File: config.mk
export PLATFORM = sky130hd
export DESIGN_NAME = turn_controller
export DESIGN_NICKNAME = d
export VERILOG_FILES = /design/src/rtl/card_pkg.sv /design/src/rtl/card_index_enc.sv /design/src/rtl/turn_controller.sv
export SDC_FILE = /design/constraint.sdc
export NUM_CORES = 1
export LEC_CHECK = 0
export ABC_CLOCK_PERIOD_IN_PS = 5600
export CORE_ASPECT_RATIO = 1.25
export CORE_MARGIN = 3
export CORE_UTILIZATION = 45
export DETAILED_ROUTE_END_ITERATION = 16
export DONT_BUFFER_PORTS = 1
export GPL_ROUTABILITY_DRIVEN = 0
export GPL_TIMING_DRIVEN = 0
export SLEW_MARGIN = 20
export SYNTH_ARGS = -nofsm -noshare
export SYNTH_HDL_FRONTEND = slang
export SYNTH_SLANG_ARGS = --single-unit
File: constraint.sdc
create_clock -name clk -period 5.6 [get_ports clk]
set_input_delay 0.56 -clock clk [delete_from_list [all_inputs] [get_ports clk]]
set_output_delay 0.56 -clock clk [all_outputs]
set_load 0.01 [all_outputs]
File: src/rtl/card_pkg.sv
// Shared constants, state encoding and small helpers for the two-player card game controller.
package card_pkg;

  localparam int NUM_CARDS  = 9;
  localparam int NUM_ROUNDS = 9;
  localparam int IDX_W      = 4;

  localparam logic [IDX_W-1:0] MAX_COUNT = 4'(NUM_ROUNDS);

  typedef enum logic [2:0] {
    S_IDLE       = 3'd0,
    S_LEAD_SEL   = 3'd1,
    S_FOLLOW_SEL = 3'd2,
    S_COMPARE    = 3'd3,
    S_DONE       = 3'd4
  } state_e;

  localparam logic [1:0] RES_NONE = 2'b00;
  localparam logic [1:0] RES_P1   = 2'b01;
  localparam logic [1:0] RES_P2   = 2'b10;
  localparam logic [1:0] RES_DRAW = 2'b11;

  localparam logic PLAYER_P1 = 1'b0;
  localparam logic PLAYER_P2 = 1'b1;

  // Same encoding serves both the per-round result and the final winner.
  function automatic logic [1:0] compare_code(input logic [IDX_W-1:0] a, input logic [IDX_W-1:0] b);
    if (a > b) begin
      return RES_P1;
    end else if (b > a) begin
      return RES_P2;
    end else begin
      return RES_DRAW;
    end
  endfunction

  function automatic logic [IDX_W-1:0] sat_inc(input logic [IDX_W-1:0] v);
    if (v < MAX_COUNT) begin
      return v + 4'd1;
    end else begin
      return v;
    end
  endfunction

endpackage

File: src/rtl/card_index_enc.sv
// One-hot card vector to binary index (bit i -> index i), with an exact-one-hot flag.
module card_index_enc
  import card_pkg::*;
(
  input  logic [NUM_CARDS-1:0] onehot_i,
  output logic [IDX_W-1:0]     index_o,
  output logic                 onehot_ok_o
);

  logic [IDX_W-1:0] count_s;

  // OR-reduction encode; the index is only meaningful when onehot_ok_o is set.
  always_comb begin
    index_o = '0;
    count_s = '0;
    for (int i = 0; i < NUM_CARDS; i++) begin
      index_o = index_o | (IDX_W'(i) & {IDX_W{onehot_i[i]}});
      count_s = count_s + {3'b000, onehot_i[i]};
    end
    onehot_ok_o = (count_s == 4'd1);
  end

endmodule

File: src/rtl/turn_controller.sv
// Turn sequencing, card validation, round scoring and game-end detection for a
// nine-round, two-player high-card game. All outputs come straight from flops.
module turn_controller
  import card_pkg::*;
(
  input  logic                 clk,
  input  logic                 reset,
  input  logic                 start,
  input  logic                 select_valid,
  input  logic [NUM_CARDS-1:0] cardselect,
  output logic                 turn,
  output logic                 p1_handout_pulse,
  output logic                 p2_handout_pulse,
  output logic [NUM_CARDS-1:0] p1_used,
  output logic [NUM_CARDS-1:0] p2_used,
  output logic                 select_error,
  output logic [IDX_W-1:0]     round_cnt,
  output logic [IDX_W-1:0]     p1_score,
  output logic [IDX_W-1:0]     p2_score,
  output logic [1:0]           round_result,
  output logic                 game_over,
  output logic [1:0]           winner
);

  state_e               state_q, state_d;
  logic                 leader_q, leader_d;
  logic                 turn_q, turn_d;
  logic                 p1_ho_q, p1_ho_d;
  logic                 p2_ho_q, p2_ho_d;
  logic                 sel_err_q, sel_err_d;
  logic [NUM_CARDS-1:0] p1_used_q, p1_used_d;
  logic [NUM_CARDS-1:0] p2_used_q, p2_used_d;
  logic [IDX_W-1:0]     round_cnt_q, round_cnt_d;
  logic [IDX_W-1:0]     p1_score_q, p1_score_d;
  logic [IDX_W-1:0]     p2_score_q, p2_score_d;
  logic [1:0]           round_result_q, round_result_d;
  logic                 game_over_q, game_over_d;
  logic [1:0]           winner_q, winner_d;
  logic [IDX_W-1:0]     p1_idx_q, p1_idx_d;
  logic [IDX_W-1:0]     p2_idx_q, p2_idx_d;

  logic [IDX_W-1:0]     card_idx_s;
  logic                 onehot_ok_s;
  logic                 actor_s;
  logic [NUM_CARDS-1:0] actor_used_s;
  logic                 sel_ok_s;
  logic [1:0]           cmp_res_s;

  card_index_enc u_enc (
    .onehot_i    (cardselect),
    .index_o     (card_idx_s),
    .onehot_ok_o (onehot_ok_s)
  );

  assign actor_s      = (state_q == S_LEAD_SEL) ? leader_q : ~leader_q;
  assign actor_used_s = (actor_s == PLAYER_P2) ? p2_used_q : p1_used_q;
  assign sel_ok_s     = onehot_ok_s && ((actor_used_s & cardselect) == 9'h000);
  assign cmp_res_s    = compare_code(p1_idx_q, p2_idx_q);

  always_comb begin
    state_d        = state_q;
    leader_d       = leader_q;
    turn_d         = turn_q;
    p1_ho_d        = 1'b0;
    p2_ho_d        = 1'b0;
    sel_err_d      = 1'b0;
    p1_used_d      = p1_used_q;
    p2_used_d      = p2_used_q;
    round_cnt_d    = round_cnt_q;
    p1_score_d     = p1_score_q;
    p2_score_d     = p2_score_q;
    round_result_d = round_result_q;
    game_over_d    = game_over_q;
    winner_d       = winner_q;
    p1_idx_d       = p1_idx_q;
    p2_idx_d       = p2_idx_q;

    case (state_q)
      S_IDLE, S_DONE: begin
        if (start) begin
          state_d        = S_LEAD_SEL;
          leader_d       = PLAYER_P1;
          turn_d         = PLAYER_P1;
          p1_used_d      = '0;
          p2_used_d      = '0;
          round_cnt_d    = '0;
          p1_score_d     = '0;
          p2_score_d     = '0;
          round_result_d = RES_NONE;
          winner_d       = RES_NONE;
          game_over_d    = 1'b0;
          p1_idx_d       = '0;
          p2_idx_d       = '0;
        end else begin
          state_d = state_q;
        end
      end

      S_LEAD_SEL, S_FOLLOW_SEL: begin
        if (select_valid && sel_ok_s) begin
          if (actor_s == PLAYER_P2) begin
            p2_used_d = p2_used_q | cardselect;
            p2_ho_d   = 1'b1;
            p2_idx_d  = card_idx_s;
          end else begin
            p1_used_d = p1_used_q | cardselect;
            p1_ho_d   = 1'b1;
            p1_idx_d  = card_idx_s;
          end
          if (state_q == S_LEAD_SEL) begin
            state_d = S_FOLLOW_SEL;
            turn_d  = ~leader_q;
          end else begin
            state_d = S_COMPARE;
            turn_d  = turn_q;
          end
        end else if (select_valid) begin
          sel_err_d = 1'b1;
        end else begin
          sel_err_d = 1'b0;
        end
      end

      // Round winner takes the lead; a draw keeps the current leader.
      S_COMPARE: begin
        round_result_d = cmp_res_s;
        case (cmp_res_s)
          RES_P1: begin
            p1_score_d = sat_inc(p1_score_q);
            leader_d   = PLAYER_P1;
          end
          RES_P2: begin
            p2_score_d = sat_inc(p2_score_q);
            leader_d   = PLAYER_P2;
          end
          default: begin
            leader_d = leader_q;
          end
        endcase
        round_cnt_d = sat_inc(round_cnt_q);
        if (round_cnt_d == MAX_COUNT) begin
          state_d     = S_DONE;
          game_over_d = 1'b1;
          winner_d    = compare_code(p1_score_d, p2_score_d);
        end else begin
          state_d = S_LEAD_SEL;
          turn_d  = leader_d;
        end
      end

      default: begin
        state_d = S_IDLE;
      end
    endcase
  end

  always_ff @(posedge clk or posedge reset) begin
    if (reset) begin
      state_q        <= S_IDLE;
      leader_q       <= PLAYER_P1;
      turn_q         <= 1'b0;
      p1_ho_q        <= 1'b0;
      p2_ho_q        <= 1'b0;
      sel_err_q      <= 1'b0;
      p1_used_q      <= '0;
      p2_used_q      <= '0;
      round_cnt_q    <= '0;
      p1_score_q     <= '0;
      p2_score_q     <= '0;
      round_result_q <= RES_NONE;
      game_over_q    <= 1'b0;
      winner_q       <= RES_NONE;
      p1_idx_q       <= '0;
      p2_idx_q       <= '0;
    end else begin
      state_q        <= state_d;
      leader_q       <= leader_d;
      turn_q         <= turn_d;
      p1_ho_q        <= p1_ho_d;
      p2_ho_q        <= p2_ho_d;
      sel_err_q      <= sel_err_d;
      p1_used_q      <= p1_used_d;
      p2_used_q      <= p2_used_d;
      round_cnt_q    <= round_cnt_d;
      p1_score_q     <= p1_score_d;
      p2_score_q     <= p2_score_d;
      round_result_q <= round_result_d;
      game_over_q    <= game_over_d;
      winner_q       <= winner_d;
      p1_idx_q       <= p1_idx_d;
      p2_idx_q       <= p2_idx_d;
    end
  end

  assign turn             = turn_q;
  assign p1_handout_pulse = p1_ho_q;
  assign p2_handout_pulse = p2_ho_q;
  assign p1_used          = p1_used_q;
  assign p2_used          = p2_used_q;
  assign select_error     = sel_err_q;
  assign round_cnt        = round_cnt_q;
  assign p1_score         = p1_score_q;
  assign p2_score         = p2_score_q;
  assign round_result     = round_result_q;
  assign game_over        = game_over_q;
  assign winner           = winner_q;

endmodule

==> results_dict.tcl <==
set metrics [dict create \
    synthDominantCellAreaShare_pct 39.14 \
    antenna_found_initial 0 \
    post_cts_buffers 0 \
    ant_nets 0 \
    drc 0 \
    die_h_um 101.2 \
    grt_max_degree 27 \
    hold_buffers 0 \
    cp_cell_sequence "ha_1 > inv_1 > fa_1 > fa_1 > fa_1 > inv_1 > ha_1 > inv_1 > fa_1 > a211oi_1 > mux2i_1 > nor4_1 > and3_2 > dlygate4sd1_1 > nand3_4 > buf_6 > o21ai_0" \
    vias 2591 \
    power_density_mw_per_mm2 501.3 \
    grt_pass1_vias 2679 \
    grt-ovfl-total 0 \
    fmax_mhz 227.5 \
    routed_wirelength_um 8054 \
    clockBufferDepth 2 \
    cp.arrival_ns 4.63 \
    hold_slack_ns 0.1841 \
    p_sw_uw 767.3 \
    io_buffers 0 \
    avgSynthCellArea_um2 9.397 \
    cts_max_level 2 \
    place_area_mm2 0.003393 \
    setup_ws_ns 1.203 \
    grt_pass1_wl_um 13500 \
    nFillCells 681 \
    synthCells 347 \
    period_minus_slack_ns 4.397 \
    synth_top_family_by_area "compound AO/OA/AOI/OAI gates" \
    netlist-cell-type-count 61 \
    finalNetCount 393 \
    synth_ff_type "dfrtp_1" \
    clockRootBuffer "clkbuf_8" \
    synthMuxAreaShare_pct 4.029 \
    via_per_inst 5.809 \
    diodes 0 \
    yosys.area_share.simple_pct 17.88 \
    clockPowerShare_pct 17.6 \
    p_total_mw 1.767 \
    crit_type "in -> reg" \
    setup_violations 0 \
    pwr-share-seq_pct 36.6 \
    grtUsageTotal_pct 21.31 \
    routedWlPerCell_um 18.06 \
    critPathLaunchType "primary input" \
    placed_cells 438 \
    place_ws_ns 0.8198 \
    crit_fanout 10 \
    dpl.hpwl_um 6082 \
    leakage_nw 1.673 \
    start_util_pct 46.45 \
    yosys.area_share.adder_pct 10.74 \
    cts_resized 0 \
    end_kind "register" \
    fin_crit_sh_pct 78.51 \
    synth_edf_count 0 \
    yosysSeqAreaShare_pct 39.14 \
    async_flop_share_pct 100.0 \
    max_stage_delay_ns 0.53 \
    cp_slowest_cell "fa_1" \
    clock-sinks 51 \
    relSlewSlack_pct 40.07 \
    hold_violations 0 \
    switching_share_pct 43.41 \
    cts.reportedPaths.clkPinSlew_ns 0.10 \
    ios 52 \
    fin_cells 446 \
    insertion_delay_ns 0.32 \
    initialDrtViolationCount 114 \
    skew_ns 0.002180 \
    vdd_drop_max_uv 276.9 \
    rows 34 \
    syn_nets 385 \
    synthTopCellsByArea "dfrtp_1, ha_1, nand2_1" \
    rsz0062_at_grt "no" \
    p_int_mw 1.000 \
    drive_gt1_share_pct 8.989 \
    worstMarginPinSlew_ns 0.8990 \
    slew_violations 0 \
    yosys.area_share.xor_xnor_pct 1.074 \
    fp.dieArea_mm2 0.008310 \
    yosys.area.top_type "dfrtp_1" \
    cap_violations 0 \
    crit_top_cell "fa_1" \
    dr.pass1.iters 6 \
    hp-class "in -> async" \
    area.growth.synth_to_final_pct 8.135 \
    cts_tree "done" \
    setup_tns_ns 0 \
    synth_compound_area_share_pct 20.53 \
    syn_area_mm2 0.003261 \
    ys_ff_latch 51 \
    crit_required_ns 5.84 \
    combinationalPowerShare_pct 45.7 \
    core-area_mm2 0.007019 \
    utilization_pct 50.23 \
    outcome "finished, final reports clean" \
    fin_area_mm2 0.003526 \
    yosys_warnings 0 \
    cts_buffers 5 \
    die_x_um 82.14 \
]
[final cells by class]
cell class	count	area (um^2)	area share [%]
Multi-Input combinational cell	252	1769	50.18
Buffer	16	110.1	3.123
Inverter	28	105.1	2.981
Timing Repair Buffer	1	20.02	0.5678
Tap cell	90	112.6	3.194
Clock inverter	2	60.06	1.703
Clock buffer	6	72.57	2.058
Sequential cell	51	1276	36.20
[layer usage]
| metal | GRT usage (%) | vias up | share of wire (%) |
|---|---|---|---|
| li1 | - | 1252 | - |
| met1 | 25.78 | 1256 | 42 |
| met2 | 35.91 | 72 | 49 |
| met3 | 6.050 | 11 | 7.0 |
| met4 | 7.545 | 0 | 1.9 |
| met5 | 0 | - | 0 |
[synthesized netlist by cell type (2+ instances only)]
library cell / count
o31ai_1: 2
or2b_2: 3
mux2i_1: 12
a41oi_1: 2
nand2_1: 66
nand3_1: 6
inv_1: 28
a21o_1: 2
o2bb2ai_1: 2
a221oi_1: 3
nor2b_1: 4
a211oi_1: 2
ha_1: 20
and3_2: 3
a22oi_1: 6
and3_1: 2
a21oi_1: 16
dfrtp_1: 51
nand4_1: 2
fa_1: 5
nor4_1: 3
a22o_1: 2
buf_6: 4
and2_2: 2
and4_1: 2
nor2_1: 6
clkbuf_1: 8
o211a_1: 2
xnor2_1: 3
a32o_1: 4
o211ai_1: 4
o41ai_1: 4
o21ai_1: 12
nand2b_1: 4
and2_1: 2
o21ai_0: 23
[cells by family (layout without fill, tap and decap cells)]
group                      Yosys count  in the layout
adders and majority gates           25             25
xor gates and xnor gates             4              4
muxes                               13             13
buffers and inverters               44             53
DFF                                 51             51
AOI/OAI and AO/OA                   98             98
and+or+nand+nor                    112            112
[layout by cell type, fill, tap and decap left out, types with 3 or more instances in the layout]
cell type   n
nand2_1    66
clkbuf_8    6
and3_2      3
mux2i_1    12
o211ai_1    4
or2b_2      3
o21ai_1    12
fa_1        5
a21oi_1    16
nor2_1      6
o41ai_1     4
clkbuf_1    9
o21ai_0    23
dfrtp_1    51
buf_6       4
a221oi_1    3
nor4_1      3
nor2b_1     4
ha_1       20
inv_1      27
xnor2_1     3
a22oi_1     6
nand2b_1    4
a32o_1      4
nand3_1     6
[power by group through the flow]
| stage | combinational, mW | clock (mW) | sequential, mW |
|---|---|---|---|
| final | 0.808 | 0.312 | 0.648 |
| after global routing | 0.936 | 0.334 | 0.669 |
| after CTS | 0.815 | 0.315 | 0.649 |
| after detailed placement | 0.809 | 0 | 0.657 |
| after global placement | 0.795 | 0 | 0.654 |
| after floorplan | 0.644 | 0 | 0.615 |
[registers in the layout, summed over array words and instances (netlist names), 2 cells and up]
name	flops
round_result	2
round_cnt	4
p1_score	4
p2_score	4
winner	2
state_q	3
p2_used	9
p1_idx_q	4
p2_idx_q	4
p1_used	9
[final timing paths]
| path | start | endpoint | slack (ns) | cells past startpoint |
|---|---|---|---|---|
| worst max-delay path | cardselect[0] | p2_used[5]$_DFFE_PP0P_ | 1.20 | 17 |
| worst min register to register | p1_idx_q[2]$_DFFE_PP0P_ | p1_idx_q[2]$_DFFE_PP0P_ | 0.54 | 2 |
| worst min-delay path | reset | round_result[1]$_DFFE_PP0P_ | 0.18 | 1 |
| worst max register to register | p2_idx_q[1]$_DFFE_PP0P_ | winner[0]$_DFFE_PP0P_ | 2.32 | 12 |
| min in group clk | start | state_q[2]$_DFFE_PP0P_ | 0.31 | 1 |
| max in group asynchronous | reset | p2_used[4]$_DFFE_PP0P_ | 4.87 | 2 |
[worst max-delay path: cells and delay by family]
kind            cells  cell delay (ns)
simple gates        3             0.65
mux                 1             0.11
compound gates      2             0.41
buf+inv             5             0.74
fa+ha+maj           6             2.16
(Power assumes the default switching activity.)
